$ cat src/rtl/instruction_fetch_unit_pkg.sv
// rtl/instruction_fetch_unit_pkg.sv - shared RAM opcodes and fetch-unit state encodings
package instruction_fetch_unit_pkg;

    // RAM opcode constants driven on RAM_OpCode
    localparam logic [5:0] LOAD_WORD_OP_C  = 6'b000000;
    localparam logic [5:0] LOAD_BYTE_OP_C  = 6'b000001;
    localparam logic [5:0] LOAD_HALF_OP_C  = 6'b000010;
    localparam logic [5:0] STORE_WORD_OP_C = 6'b000100;
    localparam logic [5:0] STORE_BYTE_OP_C = 6'b000101;
    localparam logic [5:0] STORE_HALF_OP_C = 6'b000110;

    // Fetch-unit FSM states
    typedef enum logic [2:0] {
        IFU_IDLE     = 3'd0,
        IFU_ISSUE    = 3'd1,
        IFU_WAIT_MFC = 3'd2,
        IFU_DELIVER  = 3'd3,
        IFU_FAULT    = 3'd4
    } ifu_state_e;

    // True for any RAM read opcode
    function automatic logic is_load_op(input logic [5:0] op);
        return (op == LOAD_WORD_OP_C) || (op == LOAD_BYTE_OP_C) || (op == LOAD_HALF_OP_C);
    endfunction

    // True for any RAM write opcode
    function automatic logic is_store_op(input logic [5:0] op);
        return (op == STORE_WORD_OP_C) || (op == STORE_BYTE_OP_C) || (op == STORE_HALF_OP_C);
    endfunction

endpackage

$ cat src/rtl/instruction_fetch_unit_timeout_counter.sv
// rtl/instruction_fetch_unit_timeout_counter.sv - saturating MFC wait counter with terminal-count flag
module fetch_timeout_counter #(
    parameter int TIMEOUT_CYCLES = 16
) (
    input  logic clk_i,
    input  logic rst_i,
    input  logic clear_i,
    input  logic enable_i,
    output logic tc_o
);

    localparam int CW = $clog2(TIMEOUT_CYCLES) + 1;
    localparam logic [CW-1:0] TC_VAL = CW'(TIMEOUT_CYCLES - 1);
    localparam logic [CW-1:0] MAX_VAL = {CW{1'b1}};

    logic [CW-1:0] count_q;
    logic [CW-1:0] count_d;

    // Clear wins over enable; counting stops at all-ones so it can never wrap back below terminal count
    always_comb begin
        count_d = count_q;
        if (clear_i) begin
            count_d = '0;
        end else if (enable_i && (count_q != MAX_VAL)) begin
            count_d = count_q + CW'(1);
        end
    end

    // Count register
    always_ff @(posedge clk_i) begin
        if (rst_i) begin
            count_q <= '0;
        end else begin
            count_q <= count_d;
        end
    end

    assign tc_o = (count_q >= TC_VAL);

endmodule

$ cat src/rtl/instruction_fetch_unit.sv
// rtl/instruction_fetch_unit.sv - fetches the word at PC from RAM and loads it into IR
module instruction_fetch_unit
    import instruction_fetch_unit_pkg::*;
#(
    parameter logic [5:0] LOAD_WORD_OP   = LOAD_WORD_OP_C,
    parameter int         TIMEOUT_CYCLES = 16
) (
    input  logic        Clk,
    input  logic        RESET,
    input  logic        fetch_req,
    input  logic        flush,
    input  logic [31:0] PC_in,
    output logic        RAM_enable,
    output logic [5:0]  RAM_OpCode,
    output logic [31:0] RAM_address,
    input  logic [31:0] RAM_data_in,
    input  logic        MFC,
    output logic [31:0] IR_In,
    output logic        IR_Enable,
    output logic        fetch_busy,
    output logic        fetch_fault
);

    ifu_state_e  state_q, state_d;
    logic        ram_enable_d, ir_enable_d, busy_d, fault_d;
    logic [5:0]  ram_opcode_d;
    logic        timeout_tc;
    logic        capture_pc;
    logic        capture_ir;

    // PC is taken only when an idle unit accepts a request; IR only on a clean MFC
    assign capture_pc = (state_q == IFU_IDLE) && fetch_req;
    assign capture_ir = (state_q == IFU_WAIT_MFC) && MFC && !flush;

    fetch_timeout_counter #(
        .TIMEOUT_CYCLES(TIMEOUT_CYCLES)
    ) u_timeout (
        .clk_i   (Clk),
        .rst_i   (RESET),
        .clear_i (state_q == IFU_ISSUE),
        .enable_i(state_q == IFU_WAIT_MFC),
        .tc_o    (timeout_tc)
    );

    // State, captured address/data and registered outputs
    always_ff @(posedge Clk) begin
        if (RESET) begin
            state_q     <= IFU_IDLE;
            RAM_address <= '0;
            IR_In       <= '0;
            RAM_enable  <= 1'b0;
            RAM_OpCode  <= '0;
            IR_Enable   <= 1'b0;
            fetch_busy  <= 1'b0;
            fetch_fault <= 1'b0;
        end else begin
            state_q     <= state_d;
            if (capture_pc) RAM_address <= PC_in;
            if (capture_ir) IR_In <= RAM_data_in;
            RAM_enable  <= ram_enable_d;
            RAM_OpCode  <= ram_opcode_d;
            IR_Enable   <= ir_enable_d;
            fetch_busy  <= busy_d;
            fetch_fault <= fault_d;
        end
    end

    // Next-state: flush beats MFC, MFC beats timeout
    always_comb begin
        state_d = state_q;
        case (state_q)
            IFU_IDLE: begin
                if (fetch_req) begin
                    state_d = (PC_in[1:0] != 2'b00) ? IFU_FAULT : IFU_ISSUE;
                end
            end
            IFU_ISSUE: begin
                state_d = flush ? IFU_IDLE : IFU_WAIT_MFC;
            end
            IFU_WAIT_MFC: begin
                if (flush) begin
                    state_d = IFU_IDLE;
                end else if (MFC) begin
                    state_d = IFU_DELIVER;
                end else if (timeout_tc) begin
                    state_d = IFU_FAULT;
                end
            end
            IFU_DELIVER: state_d = IFU_IDLE;
            IFU_FAULT:   state_d = IFU_IDLE;
            default:     state_d = IFU_IDLE;
        endcase
    end

    // Outputs are decoded from the next state so they line up with the state they describe
    always_comb begin
        ram_enable_d = (state_d == IFU_ISSUE) || (state_d == IFU_WAIT_MFC);
        ram_opcode_d = ram_enable_d ? LOAD_WORD_OP : 6'b000000;
        ir_enable_d  = (state_d == IFU_DELIVER);
        fault_d      = (state_d == IFU_FAULT);
        busy_d       = (state_d != IFU_IDLE);
    end

endmodule

$ cat config.mk
export PLATFORM = sky130hd
export DESIGN_NAME = instruction_fetch_unit
export DESIGN_NICKNAME = d
export VERILOG_FILES = /design/src/rtl/instruction_fetch_unit_pkg.sv /design/src/rtl/instruction_fetch_unit_timeout_counter.sv /design/src/rtl/instruction_fetch_unit.sv
export SDC_FILE = /design/constraint.sdc
export NUM_CORES = 1
export LEC_CHECK = 0
export CELL_PAD_IN_SITES_DETAIL_PLACEMENT = 0
export CELL_PAD_IN_SITES_GLOBAL_PLACEMENT = 1
export CORE_MARGIN = 2
export CORE_UTILIZATION = 27
export CTS_CLUSTER_DIAMETER = 200
export CTS_CLUSTER_SIZE = 25
export DETAILED_ROUTE_END_ITERATION = 8
export MAX_ROUTING_LAYER = met4
export PLACE_DENSITY = 0.81
export SLEW_MARGIN = 20
export SYNTH_ARGS = -nofsm -noshare
export SYNTH_HDL_FRONTEND = slang
export SYNTH_HIERARCHICAL = 1
export SYNTH_SLANG_ARGS = --single-unit
$ cat constraint.sdc
create_clock -name Clk -period 2.35 [get_ports Clk]
set_clock_uncertainty 0.1 [all_clocks]
set_input_delay 0.47 -clock Clk [delete_from_list [all_inputs] [get_ports Clk]]
set_output_delay 0.47 -clock Clk [all_outputs]
set_load 0.02 [all_outputs]
==> results_dict.tcl <==
set metrics [dict create \
    crit_type "flip-flop to flip-flop" \
    synth_edf_count 0 \
    first_iter_violations 103 \
    clk_pin_slew_ps 80 \
    viasPerCell 4.295 \
    synth_cell_types 32 \
    initial_core_util_pct 27.53 \
    layout_common_cells "clkdlybuf4s50_1 (135), nand2_1 (132), dfxtp_1 (76), a21oi_1 (70), clkbuf_8 (9)" \
    final_common_cell "clkdlybuf4s50_1" \
    preCtsSetupSlack_ps 59.82 \
    grt_pass1_vias 2696 \
    postCtsHoldBufs 0 \
    ir_worst_vdd_v 0.0002827 \
    coreArea_mm2 0.01023 \
    seq_area_frac_synth_pct 54.02 \
    syn_to_final_growth_pct 60.28 \
    maxSlewViolCount 0 \
    postCtsSetupRepairBufs 0 \
    wl_per_cell_um 12.12 \
    postSynthCellCount 350 \
    antenna_found_initial 0 \
    wirelength_um 7551 \
    drc 0 \
    setup-tns-final_ps 0 \
    detailed_place_hpwl_um 5450 \
    min_path_type "flip-flop to flip-flop" \
    cts_sinks 76 \
    rsz0062_at_grt "no" \
    cts_buffers 9 \
    cpPeakStageDelay_ps 350 \
    netlist_area_mm2 0.002816 \
    powerDensity_mw_per_mm2 598.6 \
    final-seq-area_mm2 0.001521 \
    ioPinCount 143 \
    crit_slowest_cell "dfxtp_1" \
    fin_crit_ps 2086 \
    cts_root_buf "clkbuf_8" \
    io_buffers 136 \
    cpMostUsedCell "ha_1" \
    arrival_ps 2230 \
    overflow 0 \
    tightest_slew_ps 524.6 \
    setup_slack_ps 264.5 \
    max_freq_mhz 479.5 \
    cts_buffer_depth 2 \
    grt_pass1_wl_um 12420 \
    synth-seq-cells 76 \
    finalHoldViolations 0 \
    worstPathCellList "ha_1 -> and3_1 -> ha_1 -> nor2_1 -> nand2_1 -> nand2b_1 -> nand3b_1 -> a211o_1 -> a2111oi_4" \
    fillerInstances 1029 \
    slew_headroom_pct 64.95 \
    syn_avg_cell_area_um2 8.047 \
    cp-start-kind "flip-flop" \
    cts_max_level 3 \
    p_leak_nw 1.594 \
    drive_above_1_share_pct 6.571 \
    maxCapViolCount 0 \
    cp.required_ps 2490 \
    fin_nets 554 \
    fp-row-count 37 \
    clkLatencyLatePin_ps 340 \
    ant_nets 0 \
    grt_max_degree 34 \
    die_x_um 106.1 \
    endpoint_kind "flip-flop" \
    yosys_warnings 6 \
    multi_input_area_mm2 0.001174 \
    die_h_um 106.1 \
    synthArstFlopShare_pct 0 \
    status "finished, final reports clean" \
    fin_util_pct 44.12 \
    die_area_mm2 0.01126 \
    vias 2676 \
    synth_flop_cell "dfxtp_1" \
    final.period_utilization_pct 88.75 \
    cts_tree "done" \
    dr.pass1.iters 4 \
    cp_max_fo 4 \
    grt_usage_pct 13.94 \
    globalplace.congestion 0.7355 \
    holdWs_ps 353.9 \
    setup_viol 0 \
    antenna_cells 0 \
    cts_resized 0 \
]
-- cell families after synthesis --
family | synth area share (%)
compound gates | 14.35
flops | 54.02
fa+ha+maj | 1.333
simple gates | 24.39
buf+inv | 5.153
other cells | 0.1331
xor+xnor | 0.6221
-- routing by layer --
layer | track usage [%] | vias up | routed length, um
met1 | 15.99 | 1196 | 3415
met4 | 3.477 | 0 | 86
met5 | - | - | 0
li1 | - | 1383 | -
met3 | 5.947 | 8 | 601
met2 | 22.53 | 89 | 3447
-- cell usage after synthesis (all sizes together), types with 2 or more instances --
cell type,n,share of area [%]
ha,3,1.3
o21ai,2,0.36
clkbuf,16,2.1
nand2b,5,1.6
nor2,8,1.1
dfxtp,76,54
nor3,3,0.53
nand2,132,18
or3,3,0.84
inv,2,0.27
nand3b,2,0.53
a21oi,70,12
buf,13,2.8
-- worst paths after layout --
kind	start	to	slack (ps)	cells after the start
worst max-delay path	u_timeout/count_q[0]	RAM_enable	260	9
worst min-delay path	IR_In[6]	IR_In[6]	350	2
worst max register to register	u_timeout/count_q[0]	RAM_enable	260	9
worst min register to register	IR_In[6]	IR_In[6]	350	2
-- critical path: cells and delay by family (launching register included) --
| kind | cells | cell delay [ps] |
|---|---|---|
| adders and majority gates | 2 | 390 |
| AOI/OAI and AO/OA | 2 | 650 |
| and+or+nand+nor | 5 | 500 |
| DFF | 1 | 350 |
-- state kept, by name (all words and copies together) (netlist names) --
| register | count |
|---|---|
| IR_In | 32 |
| IR_Enable | 1 |
| u_timeout/count_q | 5 |
| state_q | 3 |
| RAM_enable | 1 |
| fetch_busy | 1 |
| RAM_address | 32 |
| fetch_fault | 1 |
-- cell type report --
| type | count | area share [%] |
|---|---|---|
| Clock buffer | 10 | 2.827 |
| Clock inverter | 6 | 1.441 |
| Inverter | 2 | 0.1663 |
| Multi-Input combinational cell | 248 | 26.00 |
| Sequential cell | 76 | 33.70 |
| Tap cell | 136 | 3.769 |
| Timing Repair Buffer | 145 | 32.10 |
-- metrics by stage --
step	power, mW	instances	cell area (um2)
2_1_floorplan	1.542	355	2835
3_3_place_gp	1.758	607	4322
3_5_place_dp	1.763	607	4322
4_1_cts	2.750	623	4514
5_1_grt	2.829	623	4514
6_report	2.702	623	4514
-- power breakdown --
| group | switching, mW | internal, mW |
|---|---|---|
| registers | 0.0223 | 1.33 |
| logic | 0.173 | 0.205 |
| clock network | 0.483 | 0.491 |
Power figures use the tool's default switching activity.
==> RTL edit: new RTL, same settings <==
Register the output `RAM_address` once more; this adds one clock of latency there. The other outputs are not delayed to match.
--- a/src/rtl/instruction_fetch_unit.sv
+++ b/src/rtl/instruction_fetch_unit.sv
@@ -21,4 +21,6 @@
     output logic        fetch_fault
 );
+
+    logic [31:0] RAM_address_s0;
 
     ifu_state_e  state_q, state_d;
@@ -47,5 +49,5 @@
         if (RESET) begin
             state_q     <= IFU_IDLE;
-            RAM_address <= '0;
+            RAM_address_s0 <= '0;
             IR_In       <= '0;
             RAM_enable  <= 1'b0;
@@ -56,5 +58,5 @@
         end else begin
             state_q     <= state_d;
-            if (capture_pc) RAM_address <= PC_in;
+            if (capture_pc) RAM_address_s0 <= PC_in;
             if (capture_ir) IR_In <= RAM_data_in;
             RAM_enable  <= ram_enable_d;
@@ -102,4 +104,8 @@
     end
 
+    always_ff @(posedge Clk) begin
+        RAM_address <= RAM_address_s0;
+    end
+
 endmodule
 
Behaviour: not the same (Yosys sat finds a counterexample within 4 cycles, from zero or initial values and one cycle with RESET high).
==> RTL edit against the unedited design <==
Synthesized cell count up 8.9%; area after synthesis up 22%; critical path depth down 4; largest power group unchanged; worst setup slack better by 0.18 ns; cell area up 17%; routed wire length up 9.8%; sequential cell count up 32; total power up 42%; highest routed layer unchanged; largest cell class unchanged.
==> RTL edit: results (changes against the unedited design) <==
* Top fanout value on the critical path: 3 (-1)
* Sequential cell area fraction in the yosys report: 62.93% (+8.9 points)
- Delay of the slowest cell on the worst path: 0.49 ns (+0.14 ns)
- The critical path data arrival time was 2.09 ns (-0.14 ns).
- HPWL after DPL: 5730 um (+5.1%)
- Registers with the most flip-flops: IR_In: 32 flops, RAM_address: 32 flops, RAM_address_s0: 32 flops
* Fill cell instance count of the final layout: 1268 (+23%)
- The number of nets at the end of the flow came to 583 (+5.2%).
- The remaining max-slew budget at the tightest pin is 57.45% (-7.5 points).
- Aggregate routed wire length: 8291 um (+9.8%)
- First-pass GRT wire length: 13190 um (+6.2%)
- Ranked by instance count, the synthesized netlist is headed by nand2_1, dfxtp_1, a21oi_1.
- Gpl congestion: 0.7837 (+6.6%)
- On the critical path, the stage with the largest delay is an instance of clkdlybuf4s50_1.
- Avg WL per Cell: 12.05 um (-0.57%)
- Via count: 2895 (+8.2%)
* Number of distinct standard cells referenced by the synthesized netlist: 34 (+6.3%)
- Gate count of the mapped netlist: 381 (+8.9%)
- The run finished with clean final reports.
- Clock root buffer: clkbuf_16
* Placed Cells incl. Taps: 672 (+11%)
* Detailed Route Iter0 Violations: 162 (+57%)
* Worst supply voltage drop on vdd: 0.2674 mV (-5.4%)
* Top cells by area in the synthesized netlist: dfxtp_1, nand2_1, a21oi_1
* Ratio of cells with drive above 1 in the final layout: 5.426% (-1.1 points)
[RTL edit: cell count changes after synthesis, sizes merged, moves of 2 or more]
| cell | delta |
|---|---|
| dfxtp | +32 |
| buf | -4 |
| clkbuf | +3 |
| nand2 | +2 |
| nand2b | -2 |
| nor3 | -2 |
[RTL edit: report_power, final]
group / leakage, nW / internal [mW] / switching, mW / total [mW]
registers: 0.881 / 1.91 / 0.0291 / 1.94
logic: 0.889 / 0.204 / 0.175 / 0.379
clock network: 0.145 / 0.840 / 0.680 / 1.52
[RTL edit: cell type report]
class                   count  area share (%)
clock inverters             6           1.347
clock buffers              10           4.323
well taps                 172           4.063
repair buffers            142           27.40
inverters                   2          0.1417
multi-input cells         248           21.90
flip-flops and latches    108           40.82
[RTL edit: worst paths after layout]
| kind | slack (ns) | to | from | cells past startpoint |
|---|---|---|---|---|
| worst min register to register | 0.25 | RAM_address[26]$_DFF_P_ | RAM_address_s0[26]$_SDFFE_PP0P_ | 0 |
| worst max-delay path | 0.45 | IR_Enable$_SDFF_PP0_ | fetch_req | 5 |
| worst max register to register | 0.45 | RAM_enable$_SDFF_PP0_ | u_timeout/count_q[0]$_SDFFE_PP0P_ | 9 |
| worst min-delay path | 0.25 | RAM_address[26]$_DFF_P_ | RAM_address_s0[26]$_SDFFE_PP0P_ | 0 |
[RTL edit: per-stage QoR]
stage               instance area [um2]  hold slack, ns
global placement                   4996          0.2332
finish                             5296          0.2507
detailed placement                 4996          0.2348
global route                       5296          0.2567
floorplan                          3455          0.2306
CTS                                5296          0.2512
[RTL edit: cells by family (layout without fill, tap and decap cells)]
family | after synthesis | after routing | share of synthesized area [%]
simple gates | 160 | 160 | 19.52
xor+xnor | 2 | 2 | 0.5099
compound gates | 76 | 76 | 11.51
flops | 108 | 108 | 62.93
other cells | 1 | 6 | 0.1091
fa+ha+maj | 3 | 3 | 1.093
mux | 1 | 1 | 0.2913
buf+inv | 30 | 160 | 4.042
[RTL edit: critical path: cells and delay by family]
family	cells	cell delay (ns)
buffers and inverters	1	0.49
AOI/OAI and AO/OA	1	0.17
and+or+nand+nor	3	0.97
[RTL edit: per-layer routing]
layer	track usage, %	vias up	wire length [um]
met5	-	-	0
li1	-	1476	-
met4	6.431	0	169
met2	20.08	105	3840
met1	14.78	1303	3684
met3	4.016	11	597
